File: config.mk
export PLATFORM = sky130hd
export DESIGN_NAME = t_pulse_debounce_flat
export DESIGN_NICKNAME = d
export VERILOG_FILES = /design/src/rtl/t_pulse_debounce_pkg.sv /design/src/rtl/t_pulse_debounce_if.sv /design/src/rtl/t_pulse_debounce_bit_sync.sv /design/src/rtl/t_pulse_debounce.sv /design/src/flat_wrapper.sv
export SDC_FILE = /design/constraint.sdc
export NUM_CORES = 1
export LEC_CHECK = 0
export ABC_CLOCK_PERIOD_IN_PS = 5950
export CORE_MARGIN = 2
export CORE_UTILIZATION = 50
export CTS_CLUSTER_SIZE = 14
export DETAILED_ROUTE_END_ITERATION = 6
export PLACE_DENSITY = 0.68
export SETUP_SLACK_MARGIN = 0.3
export SYNTH_ARGS = -nofsm -noshare
export SYNTH_HDL_FRONTEND = slang
export SYNTH_SLANG_ARGS = --single-unit
File: constraint.sdc
create_clock -name clk -period 5.95 [get_ports clk]
set_clock_uncertainty 0.05 [all_clocks]
set_input_delay 0.595 -clock clk [delete_from_list [all_inputs] [get_ports clk]]
set_output_delay 0.595 -clock clk [all_outputs]
set_load 0.02 [all_outputs]
File: src/rtl/t_pulse_debounce_pkg.sv
// t_pulse_pkg: shared types and default constants for the button debouncer.
//   state_t              : debouncer FSM state encoding (2 bits)
//   SYNC_STAGES_DEF      : default synchroniser depth
//   DEBOUNCE_CYCLES_DEF  : default stable-input qualification time (clk cycles)
//   CNT_W_DEF            : default debounce counter width
//   REPEAT_CYCLES_DEF    : default auto-repeat period (clk cycles)
package t_pulse_pkg;

  typedef enum logic [1:0] {
    IDLE_LO = 2'd0,
    WAIT_HI = 2'd1,
    IDLE_HI = 2'd2,
    WAIT_LO = 2'd3
  } state_t;

  localparam int SYNC_STAGES_DEF     = 2;
  localparam int DEBOUNCE_CYCLES_DEF = 50000;
  localparam int CNT_W_DEF           = 16;
  localparam int REPEAT_CYCLES_DEF   = 500000;

endpackage

File: src/rtl/t_pulse_debounce_if.sv
// t_pulse_debounce_if: button-side and status signals of the debouncer.
//   btn_in    : raw asynchronous button level (1 = pressed)
//   tog_en    : toggle enable, sampled when a press is committed
//   t_out     : one-cycle toggle pulse for the downstream T flip-flop
//   btn_level : debounced button level
//   busy      : a candidate level change is being qualified
// master: the stimulus / button side.  slave: the debouncer itself.
interface t_pulse_debounce_if;
  import t_pulse_pkg::*;

  logic btn_in;
  logic tog_en;
  logic t_out;
  logic btn_level;
  logic busy;

  modport master (
    output btn_in,
    output tog_en,
    input  t_out,
    input  btn_level,
    input  busy
  );

  modport slave (
    input  btn_in,
    input  tog_en,
    output t_out,
    output btn_level,
    output busy
  );

endinterface

File: src/rtl/t_pulse_debounce_bit_sync.sv
// bit_sync: STAGES-deep flop chain bringing an asynchronous level into the
// clk domain. All flops clear on a synchronous active-low reset.
//   clk  : system clock
//   rstn : synchronous active-low reset
//   d    : asynchronous input level
//   q    : synchronised level (output of the last flop)
module bit_sync
  import t_pulse_pkg::*;
#(
  parameter int STAGES = SYNC_STAGES_DEF
) (
  input  logic clk,
  input  logic rstn,
  input  logic d,
  output logic q
);

  logic [STAGES-1:0] chain;

  always_ff @(posedge clk) begin
    if (!rstn) begin
      chain <= '0;
    end else begin
      chain <= {chain[STAGES-2:0], d};
    end
  end

  assign q = chain[STAGES-1];

endmodule

File: src/rtl/t_pulse_debounce.sv
// t_pulse_debounce: synchronises and debounces a bouncing push-button and
// emits one single-cycle toggle pulse per debounced press.
//   clk  : system clock, all state updates on the rising edge
//   rstn : synchronous active-low reset
//   bus  : t_pulse_debounce_if.slave (btn_in, tog_en in; t_out, btn_level,
//          busy out)
// Optional feature: define T_PULSE_AUTO_REPEAT_EN to emit an extra pulse every
// REPEAT_CYCLES cycles while the button stays held. Without it, exactly one
// pulse is produced per press.
//
// state   | meaning
// --------+-----------------------------------------------------------
// IDLE_LO | debounced level is 0, waiting for the synced input to rise
// WAIT_HI | input high, counting stable cycles before accepting a press
// IDLE_HI | debounced level is 1 (auto-repeat counts here if enabled)
// WAIT_LO | input low, counting stable cycles before accepting release
module t_pulse_debounce
  import t_pulse_pkg::*;
#(
  parameter int SYNC_STAGES     = SYNC_STAGES_DEF,
  parameter int DEBOUNCE_CYCLES = DEBOUNCE_CYCLES_DEF,
  parameter int CNT_W           = CNT_W_DEF,
  parameter int REPEAT_CYCLES   = REPEAT_CYCLES_DEF
) (
  input logic                 clk,
  input logic                 rstn,
  t_pulse_debounce_if.slave   bus
);

  // Elaboration-time parameter sanity checks.
  if (SYNC_STAGES < 2 || SYNC_STAGES > 4) begin : g_bad_sync_stages
    $error("t_pulse_debounce: SYNC_STAGES must be 2..4");
  end
  if (DEBOUNCE_CYCLES < 1) begin : g_bad_debounce
    $error("t_pulse_debounce: DEBOUNCE_CYCLES must be >= 1");
  end
  if ((DEBOUNCE_CYCLES >> CNT_W) != 0) begin : g_bad_cnt_w
    $error("t_pulse_debounce: CNT_W too narrow for DEBOUNCE_CYCLES");
  end
  // A period of 1 would let a repeat pulse follow the commit pulse directly.
  if (REPEAT_CYCLES < 2) begin : g_bad_repeat
    $error("t_pulse_debounce: REPEAT_CYCLES must be >= 2");
  end

  localparam logic [CNT_W-1:0] CNT_LAST = CNT_W'(DEBOUNCE_CYCLES - 1);

`ifdef T_PULSE_AUTO_REPEAT_EN
  localparam int               REP_W    = $clog2(REPEAT_CYCLES + 1);
  localparam logic [REP_W-1:0] REP_LAST = REP_W'(REPEAT_CYCLES - 1);
  logic [REP_W-1:0] rep_cnt;
`endif

  logic             s_in;
  state_t           state;
  logic [CNT_W-1:0] cnt;
  logic             t_out_q;
  logic             level_q;
  logic             busy_q;

  bit_sync #(
    .STAGES (SYNC_STAGES)
  ) u_sync (
    .clk  (clk),
    .rstn (rstn),
    .d    (bus.btn_in),
    .q    (s_in)
  );

  // busy is registered alongside the state it decodes, so it is written
  // wherever the next state is chosen rather than derived combinationally.
  always_ff @(posedge clk) begin
    if (!rstn) begin
      state   <= IDLE_LO;
      cnt     <= '0;
      t_out_q <= 1'b0;
      level_q <= 1'b0;
      busy_q  <= 1'b0;
`ifdef T_PULSE_AUTO_REPEAT_EN
      rep_cnt <= '0;
`endif
    end else begin
      // The pulse lasts one cycle unless a branch below re-asserts it.
      t_out_q <= 1'b0;

      case (state)
        IDLE_LO: begin
          if (s_in) begin
            state  <= WAIT_HI;
            cnt    <= '0;
            busy_q <= 1'b1;
          end
        end

        WAIT_HI: begin
          if (!s_in) begin
            state  <= IDLE_LO;
            cnt    <= '0;
            busy_q <= 1'b0;
          end else if (cnt == CNT_LAST) begin
            state   <= IDLE_HI;
            cnt     <= '0;
            busy_q  <= 1'b0;
            level_q <= 1'b1;
            t_out_q <= bus.tog_en;
`ifdef T_PULSE_AUTO_REPEAT_EN
            rep_cnt <= '0;
`endif
          end else begin
            cnt <= cnt + CNT_W'(1);
          end
        end

        IDLE_HI: begin
          if (!s_in) begin
            state  <= WAIT_LO;
            cnt    <= '0;
            busy_q <= 1'b1;
`ifdef T_PULSE_AUTO_REPEAT_EN
            rep_cnt <= '0;
`endif
          end else begin
`ifdef T_PULSE_AUTO_REPEAT_EN
            if (rep_cnt == REP_LAST) begin
              rep_cnt <= '0;
              t_out_q <= bus.tog_en;
            end else begin
              rep_cnt <= rep_cnt + REP_W'(1);
            end
`endif
          end
        end

        WAIT_LO: begin
          if (s_in) begin
            // Release was a bounce: back to held, no new pulse.
            state  <= IDLE_HI;
            cnt    <= '0;
            busy_q <= 1'b0;
`ifdef T_PULSE_AUTO_REPEAT_EN
            rep_cnt <= '0;
`endif
          end else if (cnt == CNT_LAST) begin
            state   <= IDLE_LO;
            cnt     <= '0;
            busy_q  <= 1'b0;
            level_q <= 1'b0;
          end else begin
            cnt <= cnt + CNT_W'(1);
          end
        end

        default: begin
          state  <= IDLE_LO;
          cnt    <= '0;
          busy_q <= 1'b0;
        end
      endcase
    end
  end

  assign bus.t_out     = t_out_q;
  assign bus.btn_level = level_q;
  assign bus.busy      = busy_q;

endmodule

File: src/flat_wrapper.sv
// flat-port wrapper written by rule: the top's interface ports become plain ports
module t_pulse_debounce_flat import t_pulse_pkg::*;
#(
  parameter int SYNC_STAGES     = SYNC_STAGES_DEF,
  parameter int DEBOUNCE_CYCLES = DEBOUNCE_CYCLES_DEF,
  parameter int CNT_W           = CNT_W_DEF,
  parameter int REPEAT_CYCLES   = REPEAT_CYCLES_DEF
)
  (clk, rstn, bus_btn_in, bus_tog_en, bus_t_out, bus_btn_level, bus_busy);
  t_pulse_debounce_if bus_i ();
  input logic clk;
  input logic rstn;
  input wire logic [$bits(bus_i.btn_in)-1:0] bus_btn_in;
  input wire logic [$bits(bus_i.tog_en)-1:0] bus_tog_en;
  output wire logic [$bits(bus_i.t_out)-1:0] bus_t_out;
  output wire logic [$bits(bus_i.btn_level)-1:0] bus_btn_level;
  output wire logic [$bits(bus_i.busy)-1:0] bus_busy;
  assign bus_i.btn_in = bus_btn_in;
  assign bus_i.tog_en = bus_tog_en;
  assign bus_t_out = bus_i.t_out;
  assign bus_btn_level = bus_i.btn_level;
  assign bus_busy = bus_i.busy;
  t_pulse_debounce #(.SYNC_STAGES(SYNC_STAGES), .DEBOUNCE_CYCLES(DEBOUNCE_CYCLES), .CNT_W(CNT_W), .REPEAT_CYCLES(REPEAT_CYCLES)) u_core (.clk(clk), .rstn(rstn), .bus(bus_i));
endmodule
Word level (Yosys, flattened, before mapping). Index checks and enable logic that the tools add are counted.

Register bits: 23. Output and inout bits: 3. Logic and storage cells: 49.

Add/sub/neg operators: 1. Eq/ne operators: 12. Reduce and logical (&&, ||, !) cells: 6. Multiplexer cells: 24.

Operators with widths (count): 16-bit 2-to-1 mux (5); 16-bit case mux with 4 select lines (1); 16-bit by 1-bit adder with 16-bit output, second input constant (1); 16-bit == test, second input constant (1); 2-bit 2-to-1 mux (6); 1-bit 2-to-1 mux (9); 2-bit != test, second input constant (4); 2-bit case mux with 4 select lines (1); 4-bit AND reduction (2); 3-bit by 2-bit != test with 1-bit output, second input constant (2); 5-bit AND reduction (1); 2-bit == test, second input constant (2); 2-bit by 1-bit != test with 1-bit output, second input constant (2); 1-bit case mux with 4 select lines (1); 2-bit by 1-bit == test with 1-bit output, second input constant (1); 2-bit zero test (1); 1-bit case mux with 2 select lines (1); 2-bit AND reduction (1); 2-bit nonzero test (1).

Depth between registers and ports, before layout. Gate-level depths: netlist (run 1).

Word-level depth: 4. Mapped depth: 6. Mapped depth without buffers: 5.

Hierarchy. Synthesis (run 1) repeated with hierarchy kept, for this count alone.

Cells, all modules: 133. Area total of the unflattened synthesis: 1139.8 µm².

Modules (own cells, without submodules): t_pulse_debounce (area each 1087.3 µm², seq. area each 420.4 µm², cells an instance 129, times used 1); bit_sync (area each 52.6 µm², seq. area each 40.0 µm², cells an instance 4, times used 1).

Worst setup path after synthesis (run 1). Ideal clock, no wire load.

Path kind: register to register. Start: reg u_core.cnt[10]. End: reg u_core.cnt[12]. Arrival time: 1932 ps. Setup time: 114 ps. Cell stages (with the launch flop): 6. Slack: 3854 ps. Period minus slack after synthesis: 2096 ps. Path through: dfxtp_1 or4_1 or4_4 buf_6 a32o_1 a21o_1.

Word-level cells in the longest chain between the ends: 4. Elaborated cells between the ends (all ways): 6. Those cells by class: 1 x add/sub; 1 x eq/ne; 4 x mux.

Ends and longest elaborated chain: from (decl) (RTL line t_pulse_debounce.sv:55) `logic [CNT_W-1:0] cnt;`; from (signal assigned) (RTL line t_pulse_debounce.sv:109) `cnt <= cnt + CNT_W'(1);`; from (signal assigned) (RTL line t_pulse_debounce.sv:148) `cnt <= cnt + CNT_W'(1);`; 16-bit by 1-bit adder with 16-bit output or 16-bit == test (tied branches); 16-bit 2-to-1 mux (*) (RTL line t_pulse_debounce.sv:99, t_pulse_debounce.sv:142); 16-bit 2-to-1 mux (on tied branches) (RTL line t_pulse_debounce.sv:134, t_pulse_debounce.sv:95); 16-bit case mux with 4 select lines (*) (RTL line t_pulse_debounce.sv:85) `case (state)`.

Every way passes the cells marked *; elsewhere a longest branch is shown, timed or not. A chain may end at the register's enable or synchronous reset.

==> flow_summary.json, run 1 <==
{
  "synth_seq_cells": 23,
  "end_kind": "flip-flop",
  "syn_to_final_growth_pct": 8.18,
  "synth_ff_type": "dfxtp_1",
  "antenna_cells": 0,
  "start_kind": "flip-flop",
  "cts_root_buf": "clkbuf_4",
  "status": "complete, no violations",
  "yosysSeqAreaShare_pct": 39.1,
  "powerDensity_nw_per_um2": 194,
  "die_h_um": 52.5,
  "place_ws_ns": 3.55,
  "ys_top_cells_by_area": "dfxtp_1 (39%), a21oi_1 (5.1%), nand3_1 (3.8%)",
  "leakagePower_nw": 0.410,
  "layout_min_cycle_time_ns": 2.37,
  "rows": 17,
  "slew_headroom_pct": 35.0,
  "path_max_fanout": 16,
  "path_class": "flip-flop to flip-flop",
  "overflow": 0,
  "post_synth.cell_area_avg_um2": 8.35,
  "ant_nets": 0,
  "worst_pin_slew_ns": 0.971,
  "viasPerCell": 6.53,
  "final_nets": 152,
  "drive_above_1_share_pct": 5.48,
  "cp_data_arrival_time_ns": 2.52,
  "yosys.area.top_type_share_pct": 39.1,
  "cts_inserted_buffers": 3,
  "synth-edff-count": 0,
  "synthCells": 141,
  "min_period_over_period_pct": 39.8,
  "clkLatencyLatePin_ns": 0.32,
  "core-area_um2": 2210,
  "drcViolationCount": 0,
  "hold_viol": 0,
  "ys_types": 41,
  "initial_core_util_pct": 53.2,
  "dieArea_um2": 2760,
  "clkTransAtPathRegs_ns": 0.14,
  "critPathRequiredTime_ns": 6.10,
  "dr.pass1.iters": 4,
  "vdd_drop_max_mv": 0.125,
  "routed_wl_um": 2700,
  "finalSetupViolCount": 0,
  "initialDrtViolationCount": 46,
  "grt_pass1_wl_um": 4540,
  "cts-hold-fix-buffers": 0,
  "drv_slew": 0,
  "cts.path.max_buffers": 2,
  "max_freq_ghz": 0.422,
  "syn_area_um2": 1180,
  "cts_setup_buffers": 0,
  "gp_congestion": 0.923,
  "grt_use_total_pct": 22.2,
  "dp_hpwl_um": 1870,
  "vias": 1136,
  "yosys_warnings": 0,
  "cap_violations": 0,
  "antenna_found_initial": 0,
  "die_w_um": 52.5,
  "clkSinkCount": 23,
  "hold_path.class": "flip-flop to flip-flop",
  "cts_resized": 0,
  "synth_top_area_cell": "dfxtp_1",
  "syn_nets": 146,
  "grt_max_degree": 17,
  "boundaryPins": 7,
  "layout_setup_ws_ns": 3.58,
  "async_flop_share_pct": 0,
  "io_buffer_count": 6,
  "grt_setup_unrepaired": "false",
  "tns_ns": 0,
  "cts_tree": "built",
  "wire_per_inst_um": 15.5,
  "fillerInstances": 214,
  "grt_pass1_vias": 987,
  "htreeDepth": 1
}
==> synthesized netlist by cell type, drive strengths merged, types with 5 or more instances <==
master	n
nand3	9
nand2	11
dfxtp	23
nand4	7
and3	5
nor4	8
a21oi	12
nor3	5
a31oi	6
o21ai	5
inv	6
==> power breakdown <==
part	total, mW	switching, mW	leakage [nW]	internal (mW)
Sequential	0.158	0.00170	0.186	0.156
Combinational	0.0164	0.00989	0.206	0.00647
Clock	0.0732	0.0481	0.0177	0.0251
==> per-layer routing <==
metal | vias up | GRT usage, % | wire (um)
met2 | 28 | 33.8 | 1220
li1 | 562 | - | -
met1 | 542 | 31.0 | 1340
met3 | 4 | 2.86 | 111
met5 | - | 0 | 0
met4 | 0 | 9.83 | 27
==> area by class of cell <==
class                   instances  area (um2)  share of cell area (%)
repair buffers                  6        60.1                    4.72
well taps                      28        35.0                    2.75
multi-input cells             107         668                    52.5
flip-flops and latches         23         460                    36.1
clock inverters                 1        5.00                   0.393
inverters                       6        22.5                    1.77
clock buffers                   3        22.5                    1.77
==> stage by stage <==
stage | hold WS, ns | util, % | area (um2) | power, mW | cells
6_report | 0.409 | 57.6 | 1270 | 0.247 | 174
5_1_grt | 0.439 | 57.6 | 1270 | 0.257 | 174
4_1_cts | 0.405 | 57.6 | 1270 | 0.250 | 174
3_5_place_dp | 0.373 | 56.3 | 1250 | 0.177 | 170
3_3_place_gp | 0.373 | 56.3 | 1250 | 0.177 | 170
2_1_floorplan | 0.362 | - | 1180 | 0.171 | 141
==> worst max-delay path: stages (launching register included) <==
cell       delay (ns)
dfxtp_1          0.41
xor2_1           0.23
nor2_1           0.80
a22oi_1          0.36
a2111oi_0        0.40
==> cells in the final DEF (no fill, tap or decap), types with 2 or more instances in the layout <==
master           synthesis  layout
nand4_1                  7       7
nor2_1                   4       4
nand3_1                  9       9
o21a_1                   2       2
nand2_1                 11      11
a31oi_1                  6       6
dfxtp_1                 23      23
and2_1                   3       3
nand4b_1                 2       2
a32o_1                   2       2
or4_1                    3       3
clkdlybuf4s50_1          0       6
nor3_1                   5       5
nor4_1                   7       7
clkbuf_4                 0       3
o21ai_0                  5       5
or3_1                    4       4
inv_1                    6       6
and3_1                   4       4
a21oi_1                 12      12
==> path summary, 6_finish.rpt <==
path,startpoint,end,slack [ns],cells after the start
worst max register to register,flip-flop,u_core.cnt[11]$_SDFFE_PN0P_,3.58,4
worst min register to register,u_core.u_sync.chain[0]$_SDFF_PN0_,u_core.u_sync.chain[1]$_SDFF_PN0_,0.41,1
worst min-delay path,u_core.u_sync.chain[0]$_SDFF_PN0_,u_core.u_sync.chain[1]$_SDFF_PN0_,0.41,1
worst max-delay path,flip-flop,u_core.cnt[11]$_SDFFE_PN0P_,3.58,4
==> cells by family (layout without fill, tap and decap cells) <==
kind of cell	after synthesis	after routing	share of synthesized area [%]
flip-flops	23	23	39.1
AND/OR/NAND/NOR	65	65	32.1
adder cells (fa/ha/maj)	1	1	1.06
buffers and inverters	11	16	4.14
AO/OA/AOI/OAI	39	39	22.1
XOR/XNOR	2	2	1.49
==> sequential cells by signal, summed over array words and instances (netlist names), named ones only <==
signal,cells
u_core.bus.t_out,1
u_core.bus.btn_level,1
u_core.state,1
u_core.cnt,16
u_core.bus.busy,1
u_core.u_sync.chain,2
Power figures use the tool's default switching activity.
==> inputs of run 2 (changes only) <==
ABC_CLOCK_PERIOD_IN_PS = 2430   (was 5950)
clock period = 2.43 ns   (was 5.95 ns; I/O delays follow)
==> flow_summary.json, run 2 (same netlist as run 1, synthesis figures left out) <==
{
  "layout_setup_ws_ns": 0.329,
  "dp_hpwl_um": 2120,
  "r2r_start": "u_core.cnt[10]$_SDFFE_PN0P_",
  "path_class": "flip-flop to flip-flop",
  "boundaryPins": 7,
  "cts_inserted_buffers": 3,
  "max_freq_ghz": 0.476,
  "rows": 17,
  "path_max_fanout": 11,
  "antenna_cells": 0,
  "cts-hold-fix-buffers": 0,
  "syn_to_final_growth_pct": 13.4,
  "cap_violations": 0,
  "grt_setup_unrepaired": "true",
  "critPathRequiredTime_ns": 2.60,
  "vdd_drop_max_mv": 0.323,
  "final_cell_mix": "dfxtp_1 (23), a21oi_1 (12), nand2_1 (11)",
  "overflow": 0,
  "fillerInstances": 206,
  "finalSetupViolCount": 0,
  "vias": 1180,
  "start_kind": "flip-flop",
  "clkLatencyLatePin_ns": 0.31,
  "slew_headroom_pct": 54.5,
  "dieArea_um2": 2760,
  "initialDrtViolationCount": 70,
  "core-area_um2": 2210,
  "htreeDepth": 1,
  "status": "complete, no violations",
  "grt_use_total_pct": 24.3,
  "cts_root_buf": "clkbuf_4",
  "antenna_found_initial": 0,
  "cts.path.max_buffers": 2,
  "timing.critical_path.to": "u_core.cnt[12]$_SDFFE_PN0P_",
  "hold_path.class": "flip-flop to flip-flop",
  "grt_pass1_wl_um": 4900,
  "clkSinkCount": 23,
  "timing.rr.end": "u_core.cnt[12]$_SDFFE_PN0P_",
  "leakagePower_nw": 0.437,
  "path_cells": "or4_1 > or4_4 > a32o_1 > a21o_1",
  "initial_core_util_pct": 53.2,
  "routed_wl_um": 2960,
  "clkTransAtPathRegs_ns": 0.13,
  "reg_top3": "u_core.cnt x16, u_core.u_sync.chain x2",
  "drv_slew": 0,
  "critPathMaxStageDelay_ns": 0.60,
  "grt_pass1_vias": 1042,
  "wire_per_inst_um": 16.5,
  "grt_max_degree": 14,
  "largest_reg_flops": 16,
  "gp_congestion": 0.964,
  "end_kind": "flip-flop",
  "startpoint": "u_core.cnt[10]$_SDFFE_PN0P_",
  "rrSetupSlack_ns": 0.33,
  "min_period_over_period_pct": 86.5,
  "drive_above_1_share_pct": 10.5,
  "powerDensity_nw_per_um2": 457,
  "io_buffer_count": 6,
  "final_nets": 158,
  "hold_viol": 0,
  "die_h_um": 52.5,
  "viasPerCell": 6.56,
  "r2r.worst_path.cells": 4,
  "die_w_um": 52.5,
  "layout_min_cycle_time_ns": 2.10,
  "drcViolationCount": 0,
  "dr.pass1.iters": 4,
  "multi_input_area_um2": 684,
  "largest_register": "u_core.cnt",
  "worst_pin_slew_ns": 0.677,
  "final-seq-area_um2": 460,
  "place_ws_ns": 0.180,
  "critPathSlowestCell": "or4_1",
  "cts_tree": "built",
  "tns_ns": 0,
  "ant_nets": 0,
  "cp_data_arrival_time_ns": 2.27,
  "final_common_cell": "dfxtp_1"
}
## run 2: cell count changes in the layout (fill, tap and decap cells not counted)
cell / delta
ha_2: +1
ha_1: -1
a22oi_2: +1
nor4_4: +1
buf_4: +6
nor4_2: -1
a22oi_1: -1
## run 2: cell type report
type                    count  share of cell area (%)
clock inverters             1                   0.375
clock buffers               3                    1.69
repair buffers             12                    7.87
flip-flops and latches     23                    34.5
well taps                  28                    2.62
inverters                   6                    1.69
multi-input cells         107                    51.3
## run 2: how the worst min path moves through the flow
stage               slack [ns]  cells after the start                                 to                         startpoint
detailed placement        0.38                      1  u_core.u_sync.chain[1]$_SDFF_PN0_  u_core.u_sync.chain[0]$_SDFF_PN0_
floorplan                 0.32                      1  u_core.u_sync.chain[0]$_SDFF_PN0_                         bus_btn_in
global placement          0.37                      1  u_core.u_sync.chain[1]$_SDFF_PN0_  u_core.u_sync.chain[0]$_SDFF_PN0_
CTS                       0.41                      1  u_core.u_sync.chain[1]$_SDFF_PN0_  u_core.u_sync.chain[0]$_SDFF_PN0_
finish                    0.41                      1  u_core.u_sync.chain[1]$_SDFF_PN0_  u_core.u_sync.chain[0]$_SDFF_PN0_
global route              0.45                      1  u_core.u_sync.chain[1]$_SDFF_PN0_  u_core.u_sync.chain[0]$_SDFF_PN0_
## run 2: repair_timing
item | in CTS | in global routing
gates resized for setup | 2 | 1
setup buffers | 0 | 0
pin swaps | 1 | 1
setup endpoints to repair | 7 | 3
## run 2: metal layers
metal	share of wire [%]	GRT usage [%]	vias to the layer above	wire, um
met1	45	31.7	543	1320
met3	6.4	5.43	11	189
met2	46	35.6	56	1370
met5	0	0	-	0
li1	-	-	570	-
met4	2.8	15.4	0	82
## run 2: power breakdown
| group | switching (mW) | internal, mW |
|---|---|---|
| sequential | 0.00416 | 0.382 |
| clock | 0.117 | 0.0615 |
| combinational | 0.0264 | 0.0194 |
| total | 0.148 | 0.463 |
## run 2: through the flow
| stage | instance area [um2] | hold slack [ns] | util [%] | std cells | total power [mW] |
|---|---|---|---|---|---|
| after CTS | 1330 | 0.410 | 60.2 | 180 | 0.612 |
| after detailed placement | 1290 | 0.378 | 58.4 | 176 | 0.439 |
| after global routing | 1340 | 0.448 | 60.4 | 180 | 0.636 |
| after floorplan | 1180 | 0.320 | - | 141 | 0.418 |
| after global placement | 1290 | 0.367 | 58.4 | 176 | 0.439 |
| final | 1340 | 0.409 | 60.4 | 180 | 0.611 |
## run 2: worst max-delay path, delay by kind of cell (launching register included)
family / cells / cell delay, ns
AND/OR/NAND/NOR: 2 / 1.13
AO/OA/AOI/OAI: 2 / 0.45
flip-flops: 1 / 0.38
==> inputs of run 3 (changes only) <==
SYNTH_HIERARCHICAL = 1   (was default)
==> flow_summary.json, run 3 <==
{
  "initial_core_util_pct": 52.0,
  "boundaryPins": 7,
  "cts_inserted_buffers": 3,
  "final_cell_mix": "dfxtp_1 (23), nand2_1 (13), nand3_1 (11)",
  "synthTopCellsByCount": "dfxtp_1 (23), nand2_1 (13), nand3_1 (11)",
  "antenna_found_initial": 0,
  "cts_resized": 0,
  "ant_nets": 0,
  "slew_headroom_pct": 54.5,
  "placed_cells": 164,
  "clkSinkCount": 23,
  "drcViolationCount": 0,
  "worst_pin_slew_ns": 0.682,
  "syn_nets": 138,
  "p_switching_uw": 141,
  "p_seq_share_pct": 63.9,
  "leakagePower_nw": 0.427,
  "finalSetupViolCount": 0,
  "cts_tree": "built",
  "clkTransAtPathRegs_ns": 0.12,
  "powerDensity_nw_per_um2": 485,
  "yosys.cell_count.top_type": "dfxtp_1",
  "drv_slew": 0,
  "min_period_over_period_pct": 84.3,
  "grt_setup_unrepaired": "true",
  "syn_to_final_growth_pct": 9.11,
  "cap_violations": 0,
  "antenna_cells": 0,
  "share_comb_of_total_power_pct": 6.4,
  "fin_cells": 168,
  "reg_top3": "u_core/cnt x16, u_core/u_sync/chain x2",
  "cts-hold-fix-buffers": 0,
  "largest_reg_flops": 16,
  "grt_pass1_vias": 850,
  "routed_wl_um": 2220,
  "wire_per_inst_um": 13.2,
  "max_freq_ghz": 0.488,
  "critPathRequiredTime_ns": 2.60,
  "path_max_fanout": 20,
  "final_common_cell": "dfxtp_1",
  "cts_setup_buffers": 0,
  "clock_power_share_pct": 29.7,
  "p_sw_share_pct": 23.4,
  "synth-edff-count": 0,
  "layout_min_cycle_time_ns": 2.05,
  "synth_top_area_cell": "dfxtp_1",
  "critPathMaxStageDelay_ns": 0.56,
  "end_kind": "flip-flop",
  "vdd_drop_max_mv": 0.335,
  "dr.pass1.iters": 5,
  "yosysSeqAreaShare_pct": 40.4,
  "ys_types": 42,
  "yosys_warnings": 6,
  "path_cells": "or4_4 > nor4_4 > nor2_2 > and4bb_1 > a211o_1",
  "die_h_um": 51.7,
  "io_buffer_count": 6,
  "syn_area_um2": 1140,
  "critPathSlowestCell": "or4_4",
  "vias": 991,
  "post_synth.cell_area_avg_um2": 8.57,
  "synthCells": 133,
  "grt_use_total_pct": 19.6,
  "initialDrtViolationCount": 20,
  "grt_pass1_wl_um": 3800,
  "start_kind": "flip-flop",
  "rows": 17,
  "core-area_um2": 2190,
  "cp_data_arrival_time_ns": 2.22,
  "clkLatencyLatePin_ns": 0.32,
  "internal_power_uw": 462,
  "hold_path.class": "input pin to flip-flop",
  "grt_max_degree": 21,
  "cts.path.max_buffers": 2,
  "dieArea_um2": 2680,
  "synth_ff_type": "dfxtp_1",
  "final_nets": 146,
  "dp_hpwl_um": 1570,
  "ys_top_cells_by_area": "dfxtp_1 (40%), nand3_1 (4.8%), a21oi_1 (4.4%)",
  "cts_root_buf": "clkbuf_4",
  "htreeDepth": 1,
  "yosys.area.top_type_share_pct": 40.4,
  "status": "complete, no violations",
  "die_w_um": 51.7,
  "drive_above_1_share_pct": 7.86,
  "timing.hold.ws_ns": 0.402,
  "async_flop_share_pct": 0,
  "viasPerCell": 5.90,
  "path_class": "flip-flop to flip-flop",
  "tns_ns": 0,
  "largest_register": "u_core/cnt",
  "overflow": 0,
  "hold_viol": 0,
  "synth_seq_cells": 23,
  "gp_congestion": 0.803
}
run 3: layout make-up:
cell class / instances / area [um2]
multi-input combinational: 101 / 627
tap: 28 / 35.0
inverter: 3 / 11.3
timing repair buffer: 9 / 82.6
clock buffer: 3 / 22.5
sequential: 23 / 460
fill: 207 / 947
clock inverter: 1 / 5.00
run 3: kinds of logic (layout without fill, tap and decap cells):
logic type	Yosys count	after routing	share of synthesized area [%]
AOI/OAI and AO/OA	32	32	17.5
xor gates and xnor gates	4	4	3.07
adders and majority gates	1	1	1.10
buffers and inverters	9	16	4.61
DFF	23	23	40.4
muxes	2	2	1.76
and+or+nand+nor	62	62	31.6
run 3: worst max-delay path, delay by kind of cell, from the launching register on:
| family | cells | cell delay, ns |
|---|---|---|
| simple gates | 4 | 1.31 |
| flops | 1 | 0.38 |
| compound gates | 1 | 0.22 |
run 3: worst paths after layout:
check / cells after the start / startpoint / endpoint / slack, ns
max: 5 / u_core/cnt[7]$_SDFFE_PN0P_ / u_core/cnt[7]$_SDFFE_PN0P_ / 0.38
min reg2reg: 1 / u_core/u_sync/chain[0]$_SDFF_PN0_ / u_core/u_sync/chain[1]$_SDFF_PN0_ / 0.41
min: 3 / bus_tog_en / u_core/bus.t_out$_SDFF_PN0_ / 0.40
max reg2reg: 5 / u_core/cnt[7]$_SDFFE_PN0P_ / u_core/cnt[7]$_SDFFE_PN0P_ / 0.38
run 3: metrics by stage:
step	utilization, %	power, mW	setup WS [ns]	cell area [um2]
after floorplan	-	0.416	0.514	1140
after global placement	55.5	0.431	0.473	1220
after detailed placement	55.5	0.432	0.416	1220
after CTS	56.8	0.614	0.401	1240
after global routing	56.8	0.635	0.286	1240
final	56.8	0.603	0.381	1240
run 3: per-layer routing:
metal	routed length, um	global-route usage, %
met1	1050	24.7
met2	1040	30.3
met3	73	3.45
met4	64	13.2
met5	0	0
run 3: power groups by stage:
stage / sequential (mW) / combinational, mW / clock, mW
after floorplan: 0.396 / 0.0205 / 0
after global placement: 0.394 / 0.0378 / 0
after detailed placement: 0.394 / 0.0383 / 0
after CTS: 0.386 / 0.0385 / 0.190
after global routing: 0.386 / 0.0422 / 0.207
final: 0.385 / 0.0384 / 0.179
